--- src/rtl/ahb_code_pkg.sv ---
// Shared encodings for the code-region AHB-Lite response path:
// transfer types, response codes and default-slave FSM states.
package ahb_code_pkg;

    localparam logic [1:0] HTRANS_IDLE   = 2'b00;
    localparam logic [1:0] HTRANS_BUSY   = 2'b01;
    localparam logic [1:0] HTRANS_NONSEQ = 2'b10;
    localparam logic [1:0] HTRANS_SEQ    = 2'b11;

    localparam logic HRESP_OKAY  = 1'b0;
    localparam logic HRESP_ERROR = 1'b1;

    localparam logic [1:0] DS_IDLE = 2'b00;
    localparam logic [1:0] DS_ERR1 = 2'b01;
    localparam logic [1:0] DS_ERR2 = 2'b10;

endpackage

--- src/rtl/ahb_default_slave.sv ---
// Default slave for unmapped code-region accesses: zero-wait OKAY for
// IDLE/BUSY, two-cycle ERROR for NONSEQ/SEQ.
module ahb_default_slave
    import ahb_code_pkg::*;
(
    input  logic       HCLK,
    input  logic       HRESETn,
    input  logic       HSEL,
    input  logic [1:0] HTRANS,
    input  logic       HREADY,
    output logic       HREADYOUT,
    output logic       HRESP
);

    logic [1:0] state_q;
    logic [1:0] state_d;
    logic       accept;

    assign accept = HSEL && HREADY &&
                    ((HTRANS == HTRANS_NONSEQ) || (HTRANS == HTRANS_SEQ));

    // NOTE: state_d gets a default before the case so no path leaves it unassigned (no latch).
    always_comb begin
        state_d = state_q;
        case (state_q)
            DS_IDLE: if (accept) state_d = DS_ERR1;
            DS_ERR1: state_d = DS_ERR2;
            DS_ERR2: state_d = accept ? DS_ERR1 : DS_IDLE;
            default: state_d = DS_IDLE;
        endcase
    end

    // NOTE: sequential state uses non-blocking assignments so all flops update together.
    always_ff @(posedge HCLK or negedge HRESETn) begin
        if (!HRESETn) begin
            state_q <= DS_IDLE;
        end else begin
            state_q <= state_d;
        end
    end

    assign HREADYOUT = (state_q != DS_ERR1);
    assign HRESP     = (state_q == DS_IDLE) ? HRESP_OKAY : HRESP_ERROR;

endmodule

--- src/rtl/ahb_slave_mux_code.sv ---
// Code-region AHB-Lite data-phase response mux: registers address-phase
// selects and routes the owning slave's HRDATA/HREADYOUT/HRESP to the master.
module ahb_slave_mux_code
    import ahb_code_pkg::*;
#(
    parameter int NPORT = 1,
    parameter int DW    = 32
) (
    input  logic                HCLK,
    input  logic                HRESETn,
    input  logic [NPORT-1:0]    HSEL,
    input  logic                HSEL_DefSlave,
    input  logic [1:0]          HTRANS,
    input  logic [NPORT*DW-1:0] HRDATA_S,
    input  logic [NPORT-1:0]    HREADYOUT_S,
    input  logic [NPORT-1:0]    HRESP_S,
    output logic [DW-1:0]       HRDATA,
    output logic                HREADY,
    output logic                HRESP
);

    logic [NPORT-1:0] sel_q;
    logic [NPORT-1:0] sel_d;
    logic [NPORT-1:0] hsel_prio;
    logic             def_q;
    logic             def_d;
    logic             def_sel;
    logic             ds_hreadyout;
    logic             ds_hresp;

    // Lowest set HSEL bit wins; any real slave select masks the default slave.
    assign hsel_prio = HSEL & (~HSEL + NPORT'(1));
    assign def_sel   = HSEL_DefSlave && !(|HSEL);

    assign sel_d = HREADY ? hsel_prio : sel_q;
    assign def_d = HREADY ? def_sel   : def_q;

    always_ff @(posedge HCLK or negedge HRESETn) begin
        if (!HRESETn) begin
            sel_q <= '0;
            def_q <= 1'b0;
        end else begin
            sel_q <= sel_d;
            def_q <= def_d;
        end
    end

    ahb_default_slave u_default_slave (
        .HCLK      (HCLK),
        .HRESETn   (HRESETn),
        .HSEL      (def_sel),
        .HTRANS    (HTRANS),
        .HREADY    (HREADY),
        .HREADYOUT (ds_hreadyout),
        .HRESP     (ds_hresp)
    );

    always_comb begin
        HRDATA = '0;
        HREADY = 1'b1;
        HRESP  = HRESP_OKAY;
        if (|sel_q) begin
            for (int i = NPORT - 1; i >= 0; i--) begin
                if (sel_q[i]) begin
                    HRDATA = HRDATA_S[i*DW +: DW];
                    HREADY = HREADYOUT_S[i];
                    HRESP  = HRESP_S[i];
                end
            end
        end else if (def_q) begin
            HREADY = ds_hreadyout;
            HRESP  = ds_hresp;
        end
    end

endmodule

--- config.mk ---
export PLATFORM = sky130hd
export DESIGN_NAME = ahb_slave_mux_code
export DESIGN_NICKNAME = d
export VERILOG_FILES = /design/src/rtl/ahb_code_pkg.sv /design/src/rtl/ahb_default_slave.sv /design/src/rtl/ahb_slave_mux_code.sv
export SDC_FILE = /design/constraint.sdc
export NUM_CORES = 1
export LEC_CHECK = 0
export ABC_CLOCK_PERIOD_IN_PS = 1500
export BUFFER_PORTS_ARGS = -buffer_cell sky130_fd_sc_hd__buf_4
export CAP_MARGIN = 20
export CORE_MARGIN = 2
export CORE_UTILIZATION = 27
export DETAILED_ROUTE_END_ITERATION = 6
export GPL_TIMING_DRIVEN = 0
export PLACE_DENSITY = 0.77
export SLEW_MARGIN = 10
export SYNTH_ARGS = -nofsm -noshare
export SYNTH_HDL_FRONTEND = slang
export SYNTH_HIERARCHICAL = 1
export SYNTH_SLANG_ARGS = --single-unit
export TNS_END_PERCENT = 100
--- constraint.sdc ---
create_clock -name HCLK -period 1.5 [get_ports HCLK]
set_input_delay 0.225 -clock HCLK [delete_from_list [all_inputs] [get_ports HCLK]]
set_output_delay 0.225 -clock HCLK [all_outputs]
set_load 0.02 [all_outputs]
# ---- After elaboration in Yosys (flattened, before gate mapping)
# Index checks and enable logic that the tools add are counted.
dict set report word_totals {
  out_inout_bits 34
  ff_bits 4
  input_bits 40
}
dict set report op_classes {
  n_mux 9
  reduce_logical 6
  add_sub_neg 1
  n_eq_ne 6
  n_bitwise 2
}
# operator count
set op_table {}
lappend op_table {{2-to-1 mux 32 bit} 1}
lappend op_table {{equality test 2 bit (second input constant)} 3}
lappend op_table {{2-to-1 mux 1 bit} 6}
lappend op_table {{one-hot mux 2 bit (3 select lines)} 1}
lappend op_table {{!= test 2 x 1 -> 1 bit (second input constant)} 2}
lappend op_table {{logical AND 1 bit} 3}
lappend op_table {{equality test 2 x 1 -> 1 bit (second input constant)} 1}
lappend op_table {{zero test 2 bit} 1}
lappend op_table {{2-to-1 mux 2 bit} 1}
lappend op_table {{adder 1 bit (second input constant)} 1}
lappend op_table {{bitwise AND 1 bit} 1}
lappend op_table {{zero test 1 bit} 1}
lappend op_table {{logical OR 1 bit} 1}
lappend op_table {{NOT 1 bit} 1}

# ---- Logic depth before layout (Yosys ltp)
# Gate-level depths: netlist of run 1.
dict set report logic_depth {
  ltp_word 7
  mapped_depth 4
  depth_no_buf 4
}

# ---- Modules after synthesis
# The synthesis of run 1 kept the hierarchy.
# module n_inst area_per_inst_um2 cells_each seq_area_each_um2
set by_module_without_submodules {}
lappend by_module_without_submodules {ahb_slave_mux_code 1 386.6 51 50.0}
lappend by_module_without_submodules {ahb_default_slave 1 78.8 6 50.0}

# ---- Least setup slack after synthesis of run 1
# No wires, ideal clock.
dict set report synth_timing {
  path_kind {reg2reg}
  start {reg u_default_slave.state_q[1]}
  end {reg u_default_slave.state_q[0]}
  path_buffers 0
  synth_period_minus_slack_ns 1.270
  required_ns 1.379
  slack_ns 0.230
  stages_incl_launch_ff 5
  t_arrival_ns 1.149
  cell_sequence {dfrtp_1 > nand2b_1 > nand2b_1 > mux2_4 > and4b_1}
}
dict set report synth_between {
  elab_chain_cells 7
  word_cells_on_any_way 11
  classes_between {eq/ne: 4; mux: 4; reduce/logical: 3}
}
# element line_no
set synth_rtl {}
lappend synth_rtl {{start, declared} ahb_default_slave.sv:15} ;# logic [1:0] state_q;
lappend synth_rtl {{start signal, assigned} ahb_default_slave.sv:38} ;# state_q <= state_d;
lappend synth_rtl {{!= test 2 x 1 -> 1 bit *} ahb_default_slave.sv:42} ;# assign HREADYOUT = (state_q != DS_ERR1);
lappend synth_rtl {{net ds_hreadyout} ahb_slave_mux_code.sv:28} ;# logic ds_hreadyout;
lappend synth_rtl {{2-to-1 mux 1 bit *} ahb_slave_mux_code.sv:70} ;# end else if (def_q) begin
lappend synth_rtl {{2-to-1 mux 1 bit *} ahb_slave_mux_code.sv:62} ;# if (|sel_q) begin
lappend synth_rtl {{net HREADY} ahb_slave_mux_code.sv:18} ;# output logic HREADY,
lappend synth_rtl {{logical AND 1 bit * (2 in series)} ahb_default_slave.sv:19} ;# assign accept = HSEL && HREADY &&
lappend synth_rtl {{2-to-1 mux 1 bit} ahb_default_slave.sv:28} ;# DS_ERR2: state_d = accept ? DS_ERR1 : DS_IDLE;
lappend synth_rtl {{one-hot mux 2 bit (3 select lines)} ahb_default_slave.sv:25} ;# case (state_q)
# Mark *: on every way through the listed nets, which the timed path passes. The rest lies on a longest branch.
# A chain may end at the register's enable or synchronous reset.

# ---- Final worst setup path of run 1
dict set report layout_timing {
  start {reg u_default_slave.state_q[1]}
  end {out HREADY}
}
dict set report layout_between {
  elab_chain_cells 3
}
# element line_no
set layout_rtl {}
lappend layout_rtl {{!= test 2 x 1 -> 1 bit} ahb_default_slave.sv:42}
lappend layout_rtl {{net ds_hreadyout} ahb_slave_mux_code.sv:28}
lappend layout_rtl {{2-to-1 mux 1 bit} ahb_slave_mux_code.sv:70}
lappend layout_rtl {{2-to-1 mux 1 bit} ahb_slave_mux_code.sv:62}
lappend layout_rtl {{end, declared} ahb_slave_mux_code.sv:18}
# The timed path passes the listed nets, and every way through them passes these cells.

==> results.sh, run 1 <==
export IMPL_nets=177
export IMPL_first_pass_iters=1
export IMPL_cts_htree_levels=1
export IMPL_initial_core_util_pct=27.9
export IMPL_rsz0062_at_grt="true"
export IMPL_hold_viol_final=0
export IMPL_antenna_found_initial=0
export IMPL_pin_count=74
export IMPL_start_kind="flop"
export IMPL_synth_fa_ha_area_share_pct=0
export IMPL_power_leakage_nw=0.613
export IMPL_wirelength_um=1720
export IMPL_regArea_um2=100
export IMPL_cts_tree="yes"
export IMPL_place_ws_ns=0.159
export IMPL_core_area_um2=1670
export IMPL_chipHeight_um=45.5
export IMPL_synth_xor_area_share_pct=0
export IMPL_via_per_inst=4.26
export IMPL_clock_skew_ns=0.00348
export IMPL_synth_top_family_by_area="simple AND/OR/NAND/NOR gates"
export IMPL_synth_cells=57
export IMPL_cts_sinks=4
export IMPL_hold_path_class="in2reg"
export IMPL_cp_arrival_ns=1.28
export IMPL_final_core_util_pct=65.5
export IMPL_wl_per_cell_um=11.3
export IMPL_rows=15
export IMPL_cts_buffers_inserted=3
export IMPL_ff2ff_setup_slack_ns=0.27
export IMPL_vias=647
export IMPL_setup_viol=1
export IMPL_cap_viol_max_count=0
export IMPL_gp_congestion=0.714
export IMPL_tightest_slew_ns=0.175
export IMPL_ant_nets=0
export IMPL_use_met1_pct=15.2
export IMPL_grt_pass1_vias=589
export IMPL_fin_cells=152
export IMPL_end_kind="output pin"
export IMPL_timing_rr_start="u_default_slave/state_q[1]$_DFFE_PN0P_"
export IMPL_netlist_cell_type_count=15
export IMPL_path_max_fanout=2
export IMPL_synth_simple_area_share_pct=59.7
export IMPL_min_path_cells=2
export IMPL_grt_usage_pct=16.1
export IMPL_synthMuxAreaShare_pct=3.23
export IMPL_fill_cells=167
export IMPL_fin_crit_ns=1.51
export IMPL_yosys_warnings=6
export IMPL_placed_cells=146
export IMPL_area_growth_syn_to_layout_pct=135
export IMPL_grtUsageMet2_pct=32.4
export IMPL_p_per_area_nw_per_um2=609
export IMPL_cts_buffer_depth=2
export IMPL_power_w=0.000666
export IMPL_drive_gt1_share_pct=64.4
export IMPL_grt_pass1_wl_um=2390
export IMPL_avgSynthCellArea_um2=8.17
export IMPL_r2r_worst_path_cells=4
export IMPL_die_w_um=45.5
export IMPL_finalCritPeriodShare_pct=100
export IMPL_setup_ws_ns=-0.00654
export IMPL_synth_nets=97
export IMPL_synthesis_area_um2=465
export IMPL_outcome="finished, violations left"
export IMPL_ys_ff_latch=4
export IMPL_max_freq_mhz=664
export IMPL_critical_path_required_ns=1.27
export IMPL_ys_seq_area_share_pct=21.5
export IMPL_drcViolationCount=0
export IMPL_whs_ns=0.206
export IMPL_antennaDiodeCount=0
export IMPL_layout_commonest_cell="buf_4"
export IMPL_busiest_layer="met2"
export IMPL_min_from="HREADYOUT_S"
export IMPL_clk_pin_slew_ns=0.04
export IMPL_grt_max_degree=11
export IMPL_gr_total_overflow=0
export IMPL_cts_root_buf="clkbuf_4"
export IMPL_crit_type="reg2out"
export IMPL_die_area_um2=2070
export IMPL_multi_input_area_um2=338
export IMPL_clk_latency_ns=0.23
export IMPL_drtIter0Drc=0
export IMPL_maxSlewHeadroom_pct=88.3
export IMPL_drv_slew=0
export IMPL_port_buffers=72
export IMPL_mostFrequentLayoutCells="73 x buf_4, 32 x and2_1, 4 x buf_6, 4 x nand2_1, 4 x dfrtp_1"
export IMPL_vdd_drop_max_uv=425
export IMPL_crit_path_start="u_default_slave/state_q[1]$_DFFE_PN0P_"
export IMPL_synth_compound_area_share_pct=6.45
export IMPL_failed_checks="negative setup slack"
export IMPL_grtUsageMet3_pct=3.17
[worst max-delay path, stage by stage (launching register included)]
cell	delay (ns)
dfrtp_1	0.37
nand2b_4	0.13
nand2b_4	0.13
mux2_4	0.28
buf_6	0.13
[registers in the layout (all words and copies together), names as in the netlist]
name                     cells
def_q                        1
sel_q                        1
u_default_slave/state_q      2
[stage by stage]
stage / setup TNS (ns) / area, um2
5_1_grt: -0.0363 / 1090
6_report: -0.00654 / 1090
2_1_floorplan: 0 / 465
4_1_cts: -0.00148 / 1090
3_5_place_dp: 0 / 1030
3_3_place_gp: 0 / 1030
[layout make-up]
cell class	instances	share of cell area, %
buffer	4	3.55
inverter	1	0.343
clock buffer	3	2.06
tap	17	1.95
timing repair buffer	75	52.1
sequential	4	9.15
multi-input combinational	48	30.9
[cell families (layout without fill, tap and decap cells)]
logic type | after synthesis | count (layout)
AND/OR/NAND/NOR | 43 | 43
AO/OA/AOI/OAI | 4 | 4
flip-flops | 4 | 4
buffers and inverters | 5 | 83
multiplexers | 1 | 1
[synthesized netlist by cell type]
master	number	area share [%]
buf_6	3	7.3
or2_1	1	1.3
nand2_1	4	3.2
nor2b_4	2	5.9
mux2_4	1	3.2
nand2b_1	2	2.7
nor2b_1	1	1.3
o221ai_2	1	3.2
buf_2	1	1.1
dfrtp_1	4	22
a21oi_1	2	2.2
and4b_1	1	2.2
o21ai_0	1	1.1
and2_1	32	43
inv_1	1	0.81
[power by group]
group | total [W] | switching, W | internal [W]
Clock | 0.000130 | 0.0000411 | 0.0000893
Combinational | 0.000411 | 0.000188 | 0.000223
Sequential | 0.000124 | 0.00000776 | 0.000116
[metal layers]
metal / vias up / wire length, um
met5: - / 0
met4: 0 / 0
met3: 0 / 136
met2: 27 / 1050
met1: 288 / 540
li1: 332 / -
[worst paths after layout]
check | end
max | HREADY
min | sel_q$_DFFE_PN0P_
max reg2reg | u_default_slave/state_q[0]$_DFFE_PN0P_
min reg2reg | u_default_slave/state_q[1]$_DFFE_PN0P_
max in group asynchronous | u_default_slave/state_q[1]$_DFFE_PN0P_
min in group asynchronous | def_q$_DFFE_PN0P_
[timing repair]
| action | 4_1_cts | 5_1_grt |
|---|---|---|
| resized for setup | 2 | 2 |
| endpoints found under the hold margin | 4 | 0 |
| hold buffers | 1 | 0 |
| gates cloned | 0 | 0 |
| setup buffers | 2 | 0 |
| pin swaps | 0 | 0 |
| setup endpoints to repair | 1 | 2 |
Note: power is estimated with default switching activity, not from simulation.
==> inputs of run 2 (changes only) <==
CELL_PAD_IN_SITES_DETAIL_PLACEMENT = 0   (was default)
CELL_PAD_IN_SITES_GLOBAL_PLACEMENT = 1   (was default)
CORE_ASPECT_RATIO = 1.25   (was default)
CORE_UTILIZATION = 16   (was 27)
PLACE_DENSITY = default   (was 0.77)
PLACE_DENSITY_LB_ADDON = 0.1   (was default)
==> run 2 against run 1 <==
The flow still finishes with violations (negative setup slack). Non-clock buffer count fell by 1. Power fell by 0.70%. Clock skew fell by 0.0017 ns. Via count fell by 2.3%. Wire length fell by 10%. Global-route usage fell by 7.2 points. Largest power group unchanged.
==> results.sh, run 2 (synthesis results as in run 1) <==
export IMPL_fin_crit_ns=1.52
export IMPL_setup_ws_ns=-0.0173
export IMPL_port_buffers=72
export IMPL_wl_per_cell_um=9.21
export IMPL_power_leakage_nw=0.608
export IMPL_grt_max_degree=11
export IMPL_drv_slew=0
export IMPL_layout_commonest_cell="buf_4"
export IMPL_critical_path_required_ns=1.27
export IMPL_cts_htree_levels=1
export IMPL_clk_pin_slew_ns=0.04
export IMPL_gr_total_overflow=0
export IMPL_cap_viol_max_count=0
export IMPL_hold_path_class="in2reg"
export IMPL_cts_buffer_depth=2
export IMPL_cts_sinks=4
export IMPL_top_regs="u_default_slave/state_q x2, def_q x1, sel_q x1"
export IMPL_vias=632
export IMPL_max_freq_mhz=659
export IMPL_wirelength_um=1550
export IMPL_grt_pass1_wl_um=2330
export IMPL_grt_usage_pct=8.92
export IMPL_end_kind="output pin"
export IMPL_ant_nets=0
export IMPL_die_area_um2=3360
export IMPL_pin_count=74
export IMPL_power_w=0.000661
export IMPL_p_per_area_nw_per_um2=597
export IMPL_antenna_found_initial=0
export IMPL_vdd_drop_max_uv=435
export IMPL_area_growth_syn_to_layout_pct=138
export IMPL_gp_congestion=0.616
export IMPL_outcome="finished, violations left"
export IMPL_via_per_inst=3.76
export IMPL_dp_hpwl_um=1370
export IMPL_core_area_um2=2730
export IMPL_failed_checks="negative setup slack"
export IMPL_rsz0062_at_grt="true"
export IMPL_hold_viol_final=0
export IMPL_clock_skew_ns=0.00178
export IMPL_ff2ff_setup_slack_ns=0.25
export IMPL_drcViolationCount=0
export IMPL_chipHeight_um=64.3
export IMPL_cts_tree="yes"
export IMPL_crit_type="reg2out"
export IMPL_setup_viol=1
export IMPL_regMostFlops="u_default_slave/state_q"
export IMPL_cp_arrival_ns=1.29
export IMPL_place_ws_ns=0.157
export IMPL_cts_buffers_inserted=3
export IMPL_cts_root_buf="clkbuf_4"
export IMPL_rows=21
export IMPL_antennaDiodeCount=0
export IMPL_finalCritPeriodShare_pct=101
export IMPL_clk_latency_ns=0.23
export IMPL_mostFrequentLayoutCells="72 x buf_4, 32 x and2_1, 4 x buf_6, 4 x nand2_1, 4 x dfrtp_1"
export IMPL_initial_core_util_pct=17.0
export IMPL_tightest_slew_ns=0.157
export IMPL_path_max_fanout=3
export IMPL_grt_pass1_vias=568
export IMPL_nets=176
export IMPL_maxSlewHeadroom_pct=89.5
export IMPL_die_w_um=52.2
export IMPL_first_pass_iters=4
export IMPL_start_kind="flop"
export IMPL_drive_gt1_share_pct=64.2
export IMPL_drtIter0Drc=8
export IMPL_whs_ns=0.214
export IMPL_largest_register_ffs=2
==> run 2: worst paths after layout <==
kind | startpoint | end | depth (start not counted)
max | u_default_slave/state_q[1]$_DFFE_PN0P_ | HREADY | 4
min | HREADYOUT_S | sel_q$_DFFE_PN0P_ | 2
max reg2reg | u_default_slave/state_q[1]$_DFFE_PN0P_ | u_default_slave/state_q[0]$_DFFE_PN0P_ | 4
min reg2reg | u_default_slave/state_q[1]$_DFFE_PN0P_ | u_default_slave/state_q[1]$_DFFE_PN0P_ | 1
max in group asynchronous | HRESETn | def_q$_DFFE_PN0P_ | 2
min in group asynchronous | HRESETn | sel_q$_DFFE_PN0P_ | 2
==> run 2: per-layer routing <==
layer / wire length (um) / vias up / global-route usage [%]
li1: - / 330 / -
met1: 450 / 263 / 8.51
met2: 883 / 37 / 17.9
met3: 193 / 2 / 1.17
met4: 20 / 0 / 3.85
met5: 0 / - / 0
==> run 2: cell type report <==
class | count | area [um2]
fillers | 295 | 1630
flip-flops and latches | 4 | 100
repair buffers | 74 | 562
multi-input cells | 48 | 338
inverters | 1 | 3.75
well taps | 34 | 42.5
plain buffers | 4 | 38.8
clock buffers | 3 | 22.5
==> run 2: worst max-delay path, stage by stage, from the launching register on <==
cell and delay [ns]:
dfrtp_1 0.38, nand2b_4 0.14, nand2b_4 0.13, mux2_4 0.28
buf_6 0.13
==> run 2: timing repair <==
item                                   4_1_cts  5_1_grt
setup endpoints to repair                    1        1
buffers inserted                             1        0
pin swaps                                    0        0
endpoints found under the hold margin        4        0
hold buffers                                 1        0
resized for setup                            3        0
==> run 2: report_power, final <==
part / switching [W] / leakage [nW] / internal (W)
sequential: 0.00000771 / 0.0512 / 0.000116
combinational: 0.000182 / 0.543 / 0.000222
clock: 0.0000438 / 0.0138 / 0.0000895
==> run 2: stage by stage <==
| stage | instances | instance area [um2] | util [%] | setup TNS (ns) |
|---|---|---|---|---|
| finish | 168 | 1110 | 40.5 | -0.0173 |
| global route | 168 | 1110 | 40.5 | -0.0670 |
| CTS | 168 | 1110 | 40.5 | -0.0331 |
| detailed placement | 163 | 1050 | 38.4 | 0 |
| global placement | 163 | 1050 | 38.4 | 0 |
| floorplan | 57 | 465 | - | 0 |
==> inputs of run 3 (changes only) <==
RECOVER_POWER = 50   (was default)
==> run 3 against run 2 <==
The run still ends with negative setup slack left. Cell area shrank 1.1%. Die area is the same. Global-route usage is the same. Flip-flop and latch count is the same. Utilization shrank 0.46 points. Combinational power shrank 2%. Largest cell class unchanged. Highest routed layer unchanged.
==> results.sh, run 3 (synthesis results as in run 1) <==
export IMPL_min_path_cells=2
export IMPL_vias=634
export IMPL_power_w=0.000655
export IMPL_cap_viol_max_count=0
export IMPL_hold_viol_final=0
export IMPL_clk_pin_slew_ns=0.04
export IMPL_nets=176
export IMPL_power_leakage_nw=0.589
export IMPL_layout_commonest_cell="buf_4"
export IMPL_path_common_cell="nand2b_4"
export IMPL_clk_latency_ns=0.24
export IMPL_cts_htree_levels=1
export IMPL_regMostFlops="u_default_slave/state_q"
export IMPL_dp_hpwl_um=1370
export IMPL_cts_buffers_inserted=3
export IMPL_antennaDiodeCount=0
export IMPL_cts_tree="yes"
export IMPL_end_kind="output pin"
export IMPL_drtIter0Drc=10
export IMPL_hold_path_class="in2reg"
export IMPL_max_stage_delay_ns=0.38
export IMPL_multi_input_area_um2=338
export IMPL_p_per_area_nw_per_um2=598
export IMPL_regArea_um2=100
export IMPL_die_area_um2=3360
export IMPL_finalCritPeriodShare_pct=101
export IMPL_power_frac_clock_pct=20.4
export IMPL_grtUsageMet2_pct=17.9
export IMPL_drv_slew=0
export IMPL_area_growth_syn_to_layout_pct=135
export IMPL_clock_skew_ns=0.00206
export IMPL_path_max_fanout=3
export IMPL_grt_pass1_vias=568
export IMPL_p_int_w=0.000421
export IMPL_setup_ws_ns=-0.0177
export IMPL_pin_count=74
export IMPL_gr_total_overflow=0
export IMPL_fill_cells=295
export IMPL_max_freq_mhz=659
export IMPL_initial_core_util_pct=17.0
export IMPL_share_seq_of_total_power_pct=19.0
export IMPL_ant_nets=0
export IMPL_critical_path_required_ns=1.27
export IMPL_cts_root_buf="clkbuf_4"
export IMPL_first_pass_iters=4
export IMPL_slowest_stage="dfrtp_1"
export IMPL_grtUsageMet3_pct=1.17
export IMPL_largest_register_ffs=2
export IMPL_drive_gt1_share_pct=61.2
export IMPL_grt_usage_pct=8.92
export IMPL_start_kind="flop"
export IMPL_cp_arrival_ns=1.29
export IMPL_cts_sinks=4
export IMPL_outcome="finished, violations left"
export IMPL_grt_max_degree=11
export IMPL_fin_crit_ns=1.52
export IMPL_switching_power_w=0.000234
export IMPL_grt_pass1_wl_um=2330
export IMPL_place_area_um2=1050
export IMPL_sw_frac_of_total_pct=35.8
export IMPL_design_area_um2=1090
export IMPL_setup_tns_ns=-0.0177
export IMPL_crit_type="reg2out"
export IMPL_drcViolationCount=0
export IMPL_r2r_worst_path_cells=4
export IMPL_gp_congestion=0.616
export IMPL_top_regs="u_default_slave/state_q x2, def_q x1, sel_q x1"
export IMPL_rsz0062_at_grt="true"
export IMPL_die_w_um=52.2
export IMPL_rows=21
export IMPL_mostFrequentLayoutCells="69 x buf_4, 24 x and2_1, 8 x and2_0"
export IMPL_tightest_slew_ns=0.262
export IMPL_port_buffers=72
export IMPL_core_area_um2=2730
export IMPL_via_per_inst=3.77
export IMPL_cts_buffer_depth=2
export IMPL_cp_cell_sequence="nand2b_4 -> nand2b_4 -> mux2_4 -> buf_6"
export IMPL_failed_checks="negative setup slack"
export IMPL_path_buf_inv=1
export IMPL_setup_viol=1
export IMPL_crit_family="flip-flops"
export IMPL_cp_depth=4
export IMPL_vdd_drop_max_uv=436
export IMPL_combPwrFrac_pct=60.6
export IMPL_maxSlewHeadroom_pct=82.5
export IMPL_use_met1_pct=8.51
export IMPL_busiest_layer="met2"
export IMPL_wirelength_um=1550
export IMPL_antenna_found_initial=0
export IMPL_chipHeight_um=64.3
export IMPL_wl_per_cell_um=9.24
-- run 3: cell count changes in the layout (fill, tap and decap cells not counted), sizes merged --
cell,before,now
buf,77,73
clkbuf,3,7
-- run 3: path summary, 6_finish.rpt --
kind	end	slack [ns]	from
worst max-delay path	HREADY	-0.02	u_default_slave/state_q[1]$_DFFE_PN0P_
worst min-delay path	sel_q$_DFFE_PN0P_	0.21	HREADYOUT_S
worst max register to register	u_default_slave/state_q[0]$_DFFE_PN0P_	0.25	u_default_slave/state_q[1]$_DFFE_PN0P_
worst min register to register	u_default_slave/state_q[1]$_DFFE_PN0P_	0.45	u_default_slave/state_q[1]$_DFFE_PN0P_
max in group asynchronous	def_q$_DFFE_PN0P_	0.98	HRESETn
min in group asynchronous	sel_q$_DFFE_PN0P_	0.34	HRESETn
-- run 3: metal layers --
layer,vias to the layer above,routed length [um]
li1,330,-
met1,265,453
met2,37,884
met3,2,193
met4,0,20
met5,-,0
-- run 3: layout make-up --
cell class,count,area share [%]
multi-input combinational,48,30.9
inverter,1,0.343
clock buffer,3,2.06
tap,34,3.89
buffer,4,3.43
timing repair buffer,74,50.3
sequential,4,9.14
-- run 3: repair_timing --
item                       in CTS  in global routing
hold endpoints to repair        4                  0
gates resized for setup         3                  0
hold buffers                    1                  0
setup buffers                   1                  0
setup endpoints to repair       1                  1
-- run 3: worst reg2reg max path: cells and delay by family (launching register included) --
kind | cells | cell delay, ns
simple gates | 3 | 0.48
flops | 1 | 0.38
mux | 1 | 0.28
-- run 3: power by group through the flow --
stage	clock, W	sequential (W)	combinational (W)
after floorplan	0	0.000122	0.000203
after global placement	0	0.000123	0.000404
after detailed placement	0	0.000123	0.000403
after CTS	0.000140	0.000124	0.000411
after global routing	0.000152	0.000126	0.000428
final	0.000134	0.000124	0.000397
-- run 3: stage by stage --
stage	utilization [%]	instances	hold slack (ns)	setup WS (ns)
floorplan	-	57	-0.0706	0.230
global placement	38.4	163	0.0218	0.150
detailed placement	38.4	163	0.0219	0.157
CTS	40.5	168	0.214	-0.0331
global route	40.1	168	0.236	-0.0670
finish	40.1	168	0.213	-0.0177
